### src/rtl/load_queue_ord_if.sv
// Load-queue bus: dispatch, execute-address, cache issue/response, commit and flush.
// The master side is the core/cache; the slave side is the load queue.
interface load_queue_ord_if #(
  parameter int LDQ_ENTRIES = 8,
  parameter int SDQ_ENTRIES = 8,
  parameter int ADDR_W      = 32
);
  localparam int IDX_W = $clog2(LDQ_ENTRIES);
  localparam int MRK_W = $clog2(SDQ_ENTRIES) + 1;

  logic              disp_vld;
  logic [MRK_W-1:0]  disp_sdq_marker;
  logic [IDX_W-1:0]  disp_ldq_idx;
  logic              disp_full;
  logic              exec_vld;
  logic [IDX_W-1:0]  exec_ldq_idx;
  logic [ADDR_W-1:0] exec_addr;
  logic              issue_vld;
  logic              issue_rdy;
  logic [IDX_W-1:0]  issue_idx;
  logic [ADDR_W-1:0] issue_addr;
  logic [MRK_W-1:0]  issue_sdq_marker;
  logic              resp_vld;
  logic [IDX_W-1:0]  resp_ldq_idx;
  logic              resp_replay;
  logic              commit_vld;
  logic              flush;
  logic [IDX_W:0]    ldq_count;

  modport master (
    output disp_vld, disp_sdq_marker, exec_vld, exec_ldq_idx, exec_addr,
           issue_rdy, resp_vld, resp_ldq_idx, resp_replay, commit_vld, flush,
    input  disp_ldq_idx, disp_full, issue_vld, issue_idx, issue_addr,
           issue_sdq_marker, ldq_count
  );

  modport slave (
    input  disp_vld, disp_sdq_marker, exec_vld, exec_ldq_idx, exec_addr,
           issue_rdy, resp_vld, resp_ldq_idx, resp_replay, commit_vld, flush,
    output disp_ldq_idx, disp_full, issue_vld, issue_idx, issue_addr,
           issue_sdq_marker, ldq_count
  );
endinterface

### src/rtl/load_queue_ord.sv
// Age-ordered load queue: in-order allocate/commit on a circular buffer,
// out-of-order address capture, oldest-ready issue to the cache with replay.
module load_queue_ord #(
  parameter int LDQ_ENTRIES = 8,
  parameter int SDQ_ENTRIES = 8,
  parameter int ADDR_W      = 32
) (
  input logic            clk,
  input logic            rst,
  load_queue_ord_if.slave bus
);
  localparam int IDX_W = $clog2(LDQ_ENTRIES);
  localparam int MRK_W = $clog2(SDQ_ENTRIES) + 1;

  typedef enum logic [2:0] {
    ST_FREE,
    ST_WAIT_ADDR,
    ST_READY,
    ST_INFLIGHT,
    ST_DONE
  } ent_state_t;

  ent_state_t        state_q [LDQ_ENTRIES];
  logic [ADDR_W-1:0] addr_q  [LDQ_ENTRIES];
  logic [MRK_W-1:0]  mrk_q   [LDQ_ENTRIES];

  // Pointers carry an extra wrap bit so full and empty are distinguishable.
  logic [IDX_W:0]    head_q;
  logic [IDX_W:0]    tail_q;
  logic [IDX_W-1:0]  head_idx;
  logic [IDX_W-1:0]  tail_idx;
  logic [IDX_W:0]    count;
  logic              full;
  logic              alloc;
  logic              commit_ok;
  logic              issue_fire;
  logic              exec_hit;
  logic              sel_vld;
  logic [IDX_W-1:0]  sel_idx;
  logic [IDX_W-1:0]  cand;

  assign head_idx   = head_q[IDX_W-1:0];
  assign tail_idx   = tail_q[IDX_W-1:0];
  assign count      = tail_q - head_q;
  assign full       = (count == (IDX_W+1)'(LDQ_ENTRIES));
  assign alloc      = bus.disp_vld && !full;
  assign commit_ok  = bus.commit_vld && (count != '0) && (state_q[head_idx] == ST_DONE);
  assign issue_fire = sel_vld && bus.issue_rdy;
  // Address is accepted while waiting for it or while still only READY.
  assign exec_hit   = bus.exec_vld &&
                      ((state_q[bus.exec_ldq_idx] == ST_WAIT_ADDR) ||
                       (state_q[bus.exec_ldq_idx] == ST_READY));

  // Oldest READY entry: walk from head toward tail, first hit wins.
  always_comb begin
    sel_vld = 1'b0;
    sel_idx = '0;
    cand    = '0;
    for (int i = 0; i < LDQ_ENTRIES; i++) begin
      cand = head_idx + IDX_W'(i);
      if (!sel_vld && (state_q[cand] == ST_READY)) begin
        sel_vld = 1'b1;
        sel_idx = cand;
      end
    end
  end

  assign bus.disp_ldq_idx     = tail_idx;
  assign bus.disp_full        = full;
  assign bus.ldq_count        = count;
  assign bus.issue_vld        = sel_vld;
  assign bus.issue_idx        = sel_vld ? sel_idx : '0;
  assign bus.issue_addr       = sel_vld ? addr_q[sel_idx] : '0;
  assign bus.issue_sdq_marker = sel_vld ? mrk_q[sel_idx] : '0;

  // Per-entry state machines and pointers; flush shares the reset path.
  always_ff @(posedge clk) begin
    if (rst || bus.flush) begin
      head_q <= '0;
      tail_q <= '0;
      for (int i = 0; i < LDQ_ENTRIES; i++) begin
        state_q[i] <= ST_FREE;
      end
    end else begin
      if (alloc) begin
        state_q[tail_idx] <= ST_WAIT_ADDR;
        tail_q            <= tail_q + (IDX_W+1)'(1);
      end
      if (bus.exec_vld && (state_q[bus.exec_ldq_idx] == ST_WAIT_ADDR)) begin
        state_q[bus.exec_ldq_idx] <= ST_READY;
      end
      if (issue_fire) begin
        state_q[sel_idx] <= ST_INFLIGHT;
      end
      if (bus.resp_vld && (state_q[bus.resp_ldq_idx] == ST_INFLIGHT)) begin
        state_q[bus.resp_ldq_idx] <= bus.resp_replay ? ST_READY : ST_DONE;
      end
      if (commit_ok) begin
        state_q[head_idx] <= ST_FREE;
        head_q            <= head_q + (IDX_W+1)'(1);
      end
    end
  end

  // Entry payload: marker captured at allocate, address at execute.
  always_ff @(posedge clk) begin
    if (rst) begin
      for (int i = 0; i < LDQ_ENTRIES; i++) begin
        addr_q[i] <= '0;
        mrk_q[i]  <= '0;
      end
    end else if (!bus.flush) begin
      if (alloc) begin
        addr_q[tail_idx] <= '0;
        mrk_q[tail_idx]  <= bus.disp_sdq_marker;
      end
      if (exec_hit) begin
        addr_q[bus.exec_ldq_idx] <= bus.exec_addr;
      end
    end
  end
endmodule

### src/flat_wrapper.sv
// flat-port wrapper written by rule: the top's interface ports become plain ports
module load_queue_ord_flat 
#(
  parameter int LDQ_ENTRIES = 8,
  parameter int SDQ_ENTRIES = 8,
  parameter int ADDR_W      = 32
)
  (clk, rst, bus_disp_vld, bus_disp_sdq_marker, bus_exec_vld, bus_exec_ldq_idx, bus_exec_addr, bus_issue_rdy, bus_resp_vld, bus_resp_ldq_idx, bus_resp_replay, bus_commit_vld, bus_flush, bus_disp_ldq_idx, bus_disp_full, bus_issue_vld, bus_issue_idx, bus_issue_addr, bus_issue_sdq_marker, bus_ldq_count);
  load_queue_ord_if #(.LDQ_ENTRIES(LDQ_ENTRIES), .SDQ_ENTRIES(SDQ_ENTRIES), .ADDR_W(ADDR_W)) bus_i ();
  input logic clk;
  input logic rst;
  input wire logic [$bits(bus_i.disp_vld)-1:0] bus_disp_vld;
  input wire logic [$bits(bus_i.disp_sdq_marker)-1:0] bus_disp_sdq_marker;
  input wire logic [$bits(bus_i.exec_vld)-1:0] bus_exec_vld;
  input wire logic [$bits(bus_i.exec_ldq_idx)-1:0] bus_exec_ldq_idx;
  input wire logic [$bits(bus_i.exec_addr)-1:0] bus_exec_addr;
  input wire logic [$bits(bus_i.issue_rdy)-1:0] bus_issue_rdy;
  input wire logic [$bits(bus_i.resp_vld)-1:0] bus_resp_vld;
  input wire logic [$bits(bus_i.resp_ldq_idx)-1:0] bus_resp_ldq_idx;
  input wire logic [$bits(bus_i.resp_replay)-1:0] bus_resp_replay;
  input wire logic [$bits(bus_i.commit_vld)-1:0] bus_commit_vld;
  input wire logic [$bits(bus_i.flush)-1:0] bus_flush;
  output wire logic [$bits(bus_i.disp_ldq_idx)-1:0] bus_disp_ldq_idx;
  output wire logic [$bits(bus_i.disp_full)-1:0] bus_disp_full;
  output wire logic [$bits(bus_i.issue_vld)-1:0] bus_issue_vld;
  output wire logic [$bits(bus_i.issue_idx)-1:0] bus_issue_idx;
  output wire logic [$bits(bus_i.issue_addr)-1:0] bus_issue_addr;
  output wire logic [$bits(bus_i.issue_sdq_marker)-1:0] bus_issue_sdq_marker;
  output wire logic [$bits(bus_i.ldq_count)-1:0] bus_ldq_count;
  assign bus_i.disp_vld = bus_disp_vld;
  assign bus_i.disp_sdq_marker = bus_disp_sdq_marker;
  assign bus_i.exec_vld = bus_exec_vld;
  assign bus_i.exec_ldq_idx = bus_exec_ldq_idx;
  assign bus_i.exec_addr = bus_exec_addr;
  assign bus_i.issue_rdy = bus_issue_rdy;
  assign bus_i.resp_vld = bus_resp_vld;
  assign bus_i.resp_ldq_idx = bus_resp_ldq_idx;
  assign bus_i.resp_replay = bus_resp_replay;
  assign bus_i.commit_vld = bus_commit_vld;
  assign bus_i.flush = bus_flush;
  assign bus_disp_ldq_idx = bus_i.disp_ldq_idx;
  assign bus_disp_full = bus_i.disp_full;
  assign bus_issue_vld = bus_i.issue_vld;
  assign bus_issue_idx = bus_i.issue_idx;
  assign bus_issue_addr = bus_i.issue_addr;
  assign bus_issue_sdq_marker = bus_i.issue_sdq_marker;
  assign bus_ldq_count = bus_i.ldq_count;
  load_queue_ord #(.LDQ_ENTRIES(LDQ_ENTRIES), .SDQ_ENTRIES(SDQ_ENTRIES), .ADDR_W(ADDR_W)) u_core (.clk(clk), .rst(rst), .bus(bus_i));
endmodule
### config.mk
export PLATFORM = sky130hd
export DESIGN_NAME = load_queue_ord_flat
export DESIGN_NICKNAME = d
export VERILOG_FILES = /design/src/rtl/load_queue_ord_if.sv /design/src/rtl/load_queue_ord.sv /design/src/flat_wrapper.sv
export SDC_FILE = /design/constraint.sdc
export NUM_CORES = 1
export LEC_CHECK = 0
export CAP_MARGIN = 10
export CORE_AREA = 4 4 181 183
export DETAILED_ROUTE_END_ITERATION = 10
export DIE_AREA = 0 0 185 187
export PLACE_DENSITY = 0.76
export SYNTH_ARGS = -nofsm -noshare
export SYNTH_HDL_FRONTEND = slang
export SYNTH_SLANG_ARGS = --single-unit
export TNS_END_PERCENT = 50
### constraint.sdc
create_clock -name clk -period 11.7 [get_ports clk]
set_clock_uncertainty 0.15 [all_clocks]
set_input_delay 1.17 -clock clk [delete_from_list [all_inputs] [get_ports clk]]
set_output_delay 1.17 -clock clk [all_outputs]
set_load 0.01 [all_outputs]
Word level (Yosys, flattened, before mapping) --
Memory sizes are Yosys's and may differ from the RTL's. A register that Yosys moved wholly into a read port is not among the register bits. Index checks and enable logic that the tools add are counted.
Cells by class: add/sub/neg operators 10, equality and inequality tests 13, mux-type cells 72, reductions and logical operators 33
Operator list (count):
- two-way mux 32 bit | 3
- two-way mux 3 bit | 25
- OR reduction 32 bit | 2
- two-way mux 1 bit | 42
- == test 3 x 2 -> 1 bit, second input constant | 10
- OR reduction 3 bit | 5
- logical AND 1 bit | 14
- adder 3 bit, second input constant | 4
- adder 4 x 1 -> 4 bit, second input constant | 2
- logical NOT 1 bit | 8
- two-way mux 4 bit | 2
- adder 3 x 2 -> 3 bit, second input constant | 2
- == test 4 bit, second input constant | 1
- nonzero test 4 bit | 1
- OR reduction 4 bit | 1
- subtractor 4 bit | 1
- adder 3 x 1 -> 3 bit, second input constant | 1
- == test 3 x 1 -> 1 bit, second input constant | 1
- == test 3 bit, second input constant | 1
- logical OR 1 bit | 2
Storage, ports and cells: flip-flop bits (word level) 8, RAM bits 312, input bits 51, output and inout bits 48, logic and storage cells 133, memories kept 3
Memories:
- u_core.addr_q | depth 8, width 32, rd ports 1, clocked after Yosys merged registers in 0, wr ports 8, RTL line load_queue_ord.sv:24 | logic [ADDR_W-1:0] addr_q [LDQ_ENTRIES];
- u_core.mrk_q | depth 8, width 4, rd ports 1, clocked after Yosys merged registers in 0, wr ports 8, RTL line load_queue_ord.sv:25 | logic [MRK_W-1:0] mrk_q [LDQ_ENTRIES];
- u_core.state_q | depth 8, width 3, rd ports 10, clocked after Yosys merged registers in 1, wr ports 8, RTL line load_queue_ord.sv:23 | ent_state_t state_q [LDQ_ENTRIES];

Logic depth before layout (Yosys ltp) --
depth after elaboration 29, gate-level depth with buffers 15, gate-level depth less buffers 11

Least setup slack after synthesis --
OpenSTA, ideal clock, no wires.
kind reg-to-output, from reg u_core.head_q[0], to out bus_issue_addr[12], arrival 3.813 ns, required time 10.380 ns, setup slack 6.567 ns, cell stages (with the launch flop) 15, buffers on the path 3, cell sequence dfxtp_1 > inv_2 > buf_2 > ha_1 > xnor2_1 > mux4_2 > o21a_1 > nor3_2 > o22ai_2 > inv_2 > buf_2 > buf_2 > a221oi_2 > a2bb2oi_2 > nor3_1
Between the ends: elaborated cells between the ends (all ways) 45, classes of those cells add/sub: 7; eq/ne: 7; mux: 16; reduce/logical: 13; memory: 2
RTL lines:
- start, declared | RTL line load_queue_ord.sv:28 | logic [IDX_W:0] head_q;
- start signal, assigned | RTL line load_queue_ord.sv:100 | head_q <= head_q + (IDX_W+1)'(1);
- adder 3 bit * | RTL line load_queue_ord.sv:60 | cand = head_idx + IDX_W'(i);
- named net u_core.cand[0] | RTL line load_queue_ord.sv:40 | logic [IDX_W-1:0] cand;
- memory read (8 x 3 bit)
- == test 3 x 2 -> 1 bit | RTL line load_queue_ord.sv:61 | if (!sel_vld && (state_q[cand] == ST_READY)) begin
- logical AND 1 bit | RTL line load_queue_ord.sv:61
- two-way mux 3 bit | RTL line load_queue_ord.sv:61
- memory read (8 x 32 bit)
- two-way mux 32 bit * | RTL line load_queue_ord.sv:73 | assign bus.issue_addr = sel_vld ? addr_q[sel_idx] : '0;
- end, declared | RTL line flat_wrapper.sv:27 | output wire logic [$bits(bus_i.issue_addr)-1:0] bus_issue_addr;
Mark *: on every way through the listed nets, which the timed path passes. The rest lies on a longest branch.

Final worst setup path --
from reg u_core.head_q[0], to out bus_issue_addr[0]
Between the ends: longest elaborated chain between the ends 25, elaborated cells between the ends (all ways) 45, classes of those cells add/sub: 7; eq/ne: 7; mux: 16; reduce/logical: 13; memory: 2
Ends and longest elaborated chain (RTL line):
- adder 3 x 1 -> 3 bit | load_queue_ord.sv:60
- memory read (8 x 3 bit)
- == test 3 x 2 -> 1 bit | load_queue_ord.sv:61
- logical AND 1 bit | load_queue_ord.sv:61
- two-way mux 1 bit | load_queue_ord.sv:61
- logical NOT 1 bit | load_queue_ord.sv:61
- logical AND 1 bit | load_queue_ord.sv:61
- two-way mux 1 bit | load_queue_ord.sv:61
- [... 9 more ...]
- logical NOT 1 bit | load_queue_ord.sv:61
- logical AND 1 bit | load_queue_ord.sv:61
- two-way mux 1 bit | load_queue_ord.sv:61
- logical NOT 1 bit | load_queue_ord.sv:61
- logical AND 1 bit | load_queue_ord.sv:61
- two-way mux 3 bit | load_queue_ord.sv:61
- memory read (8 x 32 bit)
- two-way mux 32 bit * | load_queue_ord.sv:73
Mark *: on every way between the ends. The rest lies on a longest branch, timed or not.

==> impl_summary.md <==
Routing
Dividing the detail-routed wire length by the instance count gives 25.3 microns. The via density per instance is around 6.7. The violation count after the first detailed-route iteration is 1,489. Across all layers, the routed design uses between 10,000 and 15,000 vias. The detail route stage leaves a number of antenna-violating nets equal to 0. After detailed routing, the total wire length is 49.3 mm.

The count of TritonRoute iterations in the first routing pass is 5. The remaining routing DRC violations is 0.

Critical path
The worst register-to-register path has a depth of 12. The required time reported for the critical path endpoint is 10.38 ns. The arrival time reported for the critical path endpoint is 6.76 ns. The register-to-register setup slack is 5.88 ns. The category of the worst setup path launch point is a register. STA classifies the critical path endpoint as an output pin.

In this run the worst path has a maximum fanout of 62. The critical path is of the reg -> out type. The launching instance or port of the critical path is u_core.head_q[0]$_SDFFE_PP0P_. The worst flop-to-flop path startpoint is u_core.head_q[0]$_SDFFE_PP0P_.

Clock tree
The longest clock path from root to sink contains 3 buffers. After clock tree synthesis, the clock-pin slew on the worst setup and hold paths is roughly 0.06 ns. The number of buffers created by CTS is 36. Once the clock tree was built, the setup fixing pass inserted 0 buffers. The clock reaches the later pin of the worst-skew pair after about 0.50 ns. The tree built by TritonCTS fans out to 323 sinks. The cts-stage hold buffer count is 0. TritonCTS built the clock tree. The H-tree was split into 2 levels. The root buffer cell chosen for the clock tree is clkbuf_16. The post-cts gate resize count is 0.

Floorplan
The total area inside the core boundary comes to 0.0312 sq mm. The die outline area is 0.0346 sq mm. The I/O pin total is 99.

The floorplan die width is 185 microns. The number of placement rows is 65. The floorplan step set the die height to 187 microns. The initial standard-cell utilization of the core is approximately 56%.

Timing
Setup repair after global routing left no endpoint under its margin. In this run the tightest slew margin relative to its limit is 26.1%. In the finished design, the share of the clock period the worst path needs comes to 69.1%. The slew at the pin closest to its max-slew limit is 1.10 ns.

The number of pins exceeding their max-slew limit in the final report was 0. Derived from the worst setup path, the maximum achievable clock frequency is about 120 MHz. In the final timing run, aggregate negative setup slack is 0 ns. The number of endpoints failing setup at the final stage is 0. The clock period minus worst slack is 8.08 ns.

The number of hold violations in the final report was 0.

Run status
The flow ran to the end, and the final reports show no timing, DRC or antenna violations.

GRT
The first global-routing pass estimated 76.2 mm of wire. Summed over all layers, the global routing overflow is 0. The largest net degree at the start of global routing is 63. The overall track demand over capacity in global routing is around 28%.

The number of global-route vias before repair was 12,800. The initial antenna violation count is 1.

Place
The count of input and output buffers is 98. The final RePlAce weighted congestion is between 0.9 and 1. The sum of net half-perimeters after detailed placement is 29.5 mm.

Pwr
In this run the power density over the cells is 129 mW/mm^2. The worst-case IR drop observed on VDD is 110 uV. The reported leakage power is 7.40 nW. The total power consumption of the routed design is 0.00257 W.

Cells and area
The signed area change from the synthesized netlist to the final layout is 13.9%. The utilization of the core after routing is 63.8%. The sequential cell area is 0.00935 sq mm. The ratio of cells with drive above 1 in the final layout is around 14%. In the layout the commonest cells are edfxtp_1, and2_1, and3_1. The number of nets at the end of the flow is 1,585. 0 antenna diodes ended up in the layout. The area occupied by multi-input gates is 0.00742 sq mm. The fill cell total of the finished layout is 2,393. The library cell used most frequently in the layout, excluding fill and tap cells, is edfxtp_1.

Yosys
In this run, synthesis produced a sequential element count of ~320. The largest family of logic cells by synthesized area is simple AND/OR/NAND/NOR gates. The synthesized netlist cell count is ~1,500. The biggest area contributor in the post-synthesis netlist is edfxtp_1.

The synthesized netlist devotes 0.551% of its cell area to XOR and XNOR gates. Of the total synthesized cell area, the portion taken by full adders, half adders and majority gates is 0.830%. Counting every net in the synthesized netlist gives ~1,600. The simple-gate portion of the synthesized area is between 10% and 20%. The number of enable-type register cells in the synthesized netlist is 288. Summing the areas of all compound-gate instances in the mapped netlist gives 12.5% of the synthesized area. The share of synthesized area spent on multiplexers is about a tenth.

Sequential elements use 53.4% of the synthesized area. The most used flip-flop cell after synthesis is edfxtp_1. Counting distinct cell types in the post-synthesis netlist gives 69.

The post-synthesis async set-or-reset flop share is 0%. The netlist area before placement is 0.0175 sq mm. A synthesized cell averages 11.7 sq um. The share of the synthesized area in the top cell type is 49.4%. After synthesis, the cell types taking the most area are edfxtp_1, and2_1, dfxtp_1. During synthesis, Yosys emitted a total of 0 warnings.

Min path
Along the worst hold path, the cell count comes to 2. The critical hold path startpoint is u_core.head_q[3]$_SDFFE_PP0P_. The tightest min-delay check is of the reg -> reg type.

Run
Across the run, the number of max-cap violations was 0.
state kept, by name (all words and copies together), names as in the netlist, named ones only:
name and flops:
u_core.head_q 4, u_core.mrk_q 32, u_core.tail_q 4, u_core.state_q 24, u_core.addr_q 256
final timing paths:
| path | to |
|---|---|
| setup / recovery | bus_issue_addr[0] |
| hold reg to reg | u_core.head_q[3]$_SDFFE_PP0P_ |
| setup reg to reg | u_core.state_q[4][1]$_SDFFE_PP0P_ |
| hold / removal | u_core.head_q[3]$_SDFFE_PP0P_ |
cell families (layout without fill, tap and decap cells):
| group | count (synthesis) | after routing |
|---|---|---|
| muxes | 132 | 132 |
| AOI/OAI and AO/OA | 282 | 282 |
| DFF | 323 | 323 |
| buffers and inverters | 192 | 249 |
| xor gates and xnor gates | 11 | 11 |
| and+or+nand+nor | 540 | 540 |
| adders and majority gates | 11 | 11 |
area by class of cell:
| type | count | area share, % |
|---|---|---|
| multi-input cells | 976 | 37.2 |
| well taps | 402 | 2.52 |
| inverters | 56 | 1.07 |
| clock inverters | 18 | 1.13 |
| clock buffers | 45 | 4.91 |
| repair buffers | 130 | 6.19 |
| flip-flops and latches | 323 | 46.9 |
Yosys cell counts, types with 3 or more instances:
cell type / count
a211oi_1: 7
a21boi_0: 5
a21o_1: 9
a21oi_1: 17
a221oi_1: 31
a221oi_2: 10
a2bb2oi_1: 29
a2bb2oi_2: 8
a31oi_1: 4
and2_1: 195
and3_1: 102
buf_1: 5
buf_2: 24
buf_4: 8
buf_6: 5
clkbuf_1: 94
dfxtp_1: 35
edfxtp_1: 288
ha_1: 10
inv_1: 53
inv_2: 3
mux2_1: 31
mux2_2: 52
mux2i_1: 27
mux4_2: 22
nand2_1: 30
nand2b_1: 12
nand3_1: 17
nand4_1: 3
nor2_1: 38
nor2b_1: 4
nor3_1: 49
nor3b_1: 12
nor4_1: 41
o2111ai_1: 4
o211a_1: 3
o211ai_1: 10
o21ai_0: 28
o21ai_1: 22
o221ai_1: 36
o22ai_1: 41
or2_2: 17
or3_1: 5
or4_1: 3
xnor2_1: 9
routing by layer:
layer	GRT usage [%]	vias up	share of wire (%)
met5	0	-	0
met2	44.4	721	48
met1	41.1	6521	41
met4	6.49	0	2.2
li1	-	5768	-
met3	4.14	90	8.5
worst max-delay path, cell delays in order, from the launching register on:
cell	delay (ns)
dfxtp_1	0.78
inv_2	0.31
ha_1	0.29
xnor2_1	0.61
mux4_2	0.45
and4_4	0.29
and4b_1	0.21
buf_4	0.42
o22ai_4	0.16
inv_4	0.69
buf_4	0.73
mux2_2	0.30
o21ai_0	0.08
nor3_1	0.27
clkdlybuf4s50_1	0.58
through the flow:
step                std cells  setup slack, ns  cell area, sq um  hold WS [ns]
floorplan                1491             6.57             17500         0.326
global placement         1886             4.21             18700         0.356
detailed placement       1886             4.03             18700         0.373
CTS                      1949             3.49             19900         0.389
global route             1950             3.14             19900         0.413
finish                   1950             3.62             19900         0.385
report_power, final:
| part | internal (W) | leakage, nW | total [W] | switching (W) |
|---|---|---|---|---|
| combinational | 0.0000386 | 3.56 | 0.000115 | 0.0000761 |
| sequential | 0.00129 | 3.25 | 0.00130 | 0.0000120 |
| clock | 0.000704 | 0.581 | 0.00115 | 0.000448 |
(Power assumes the default switching activity.)
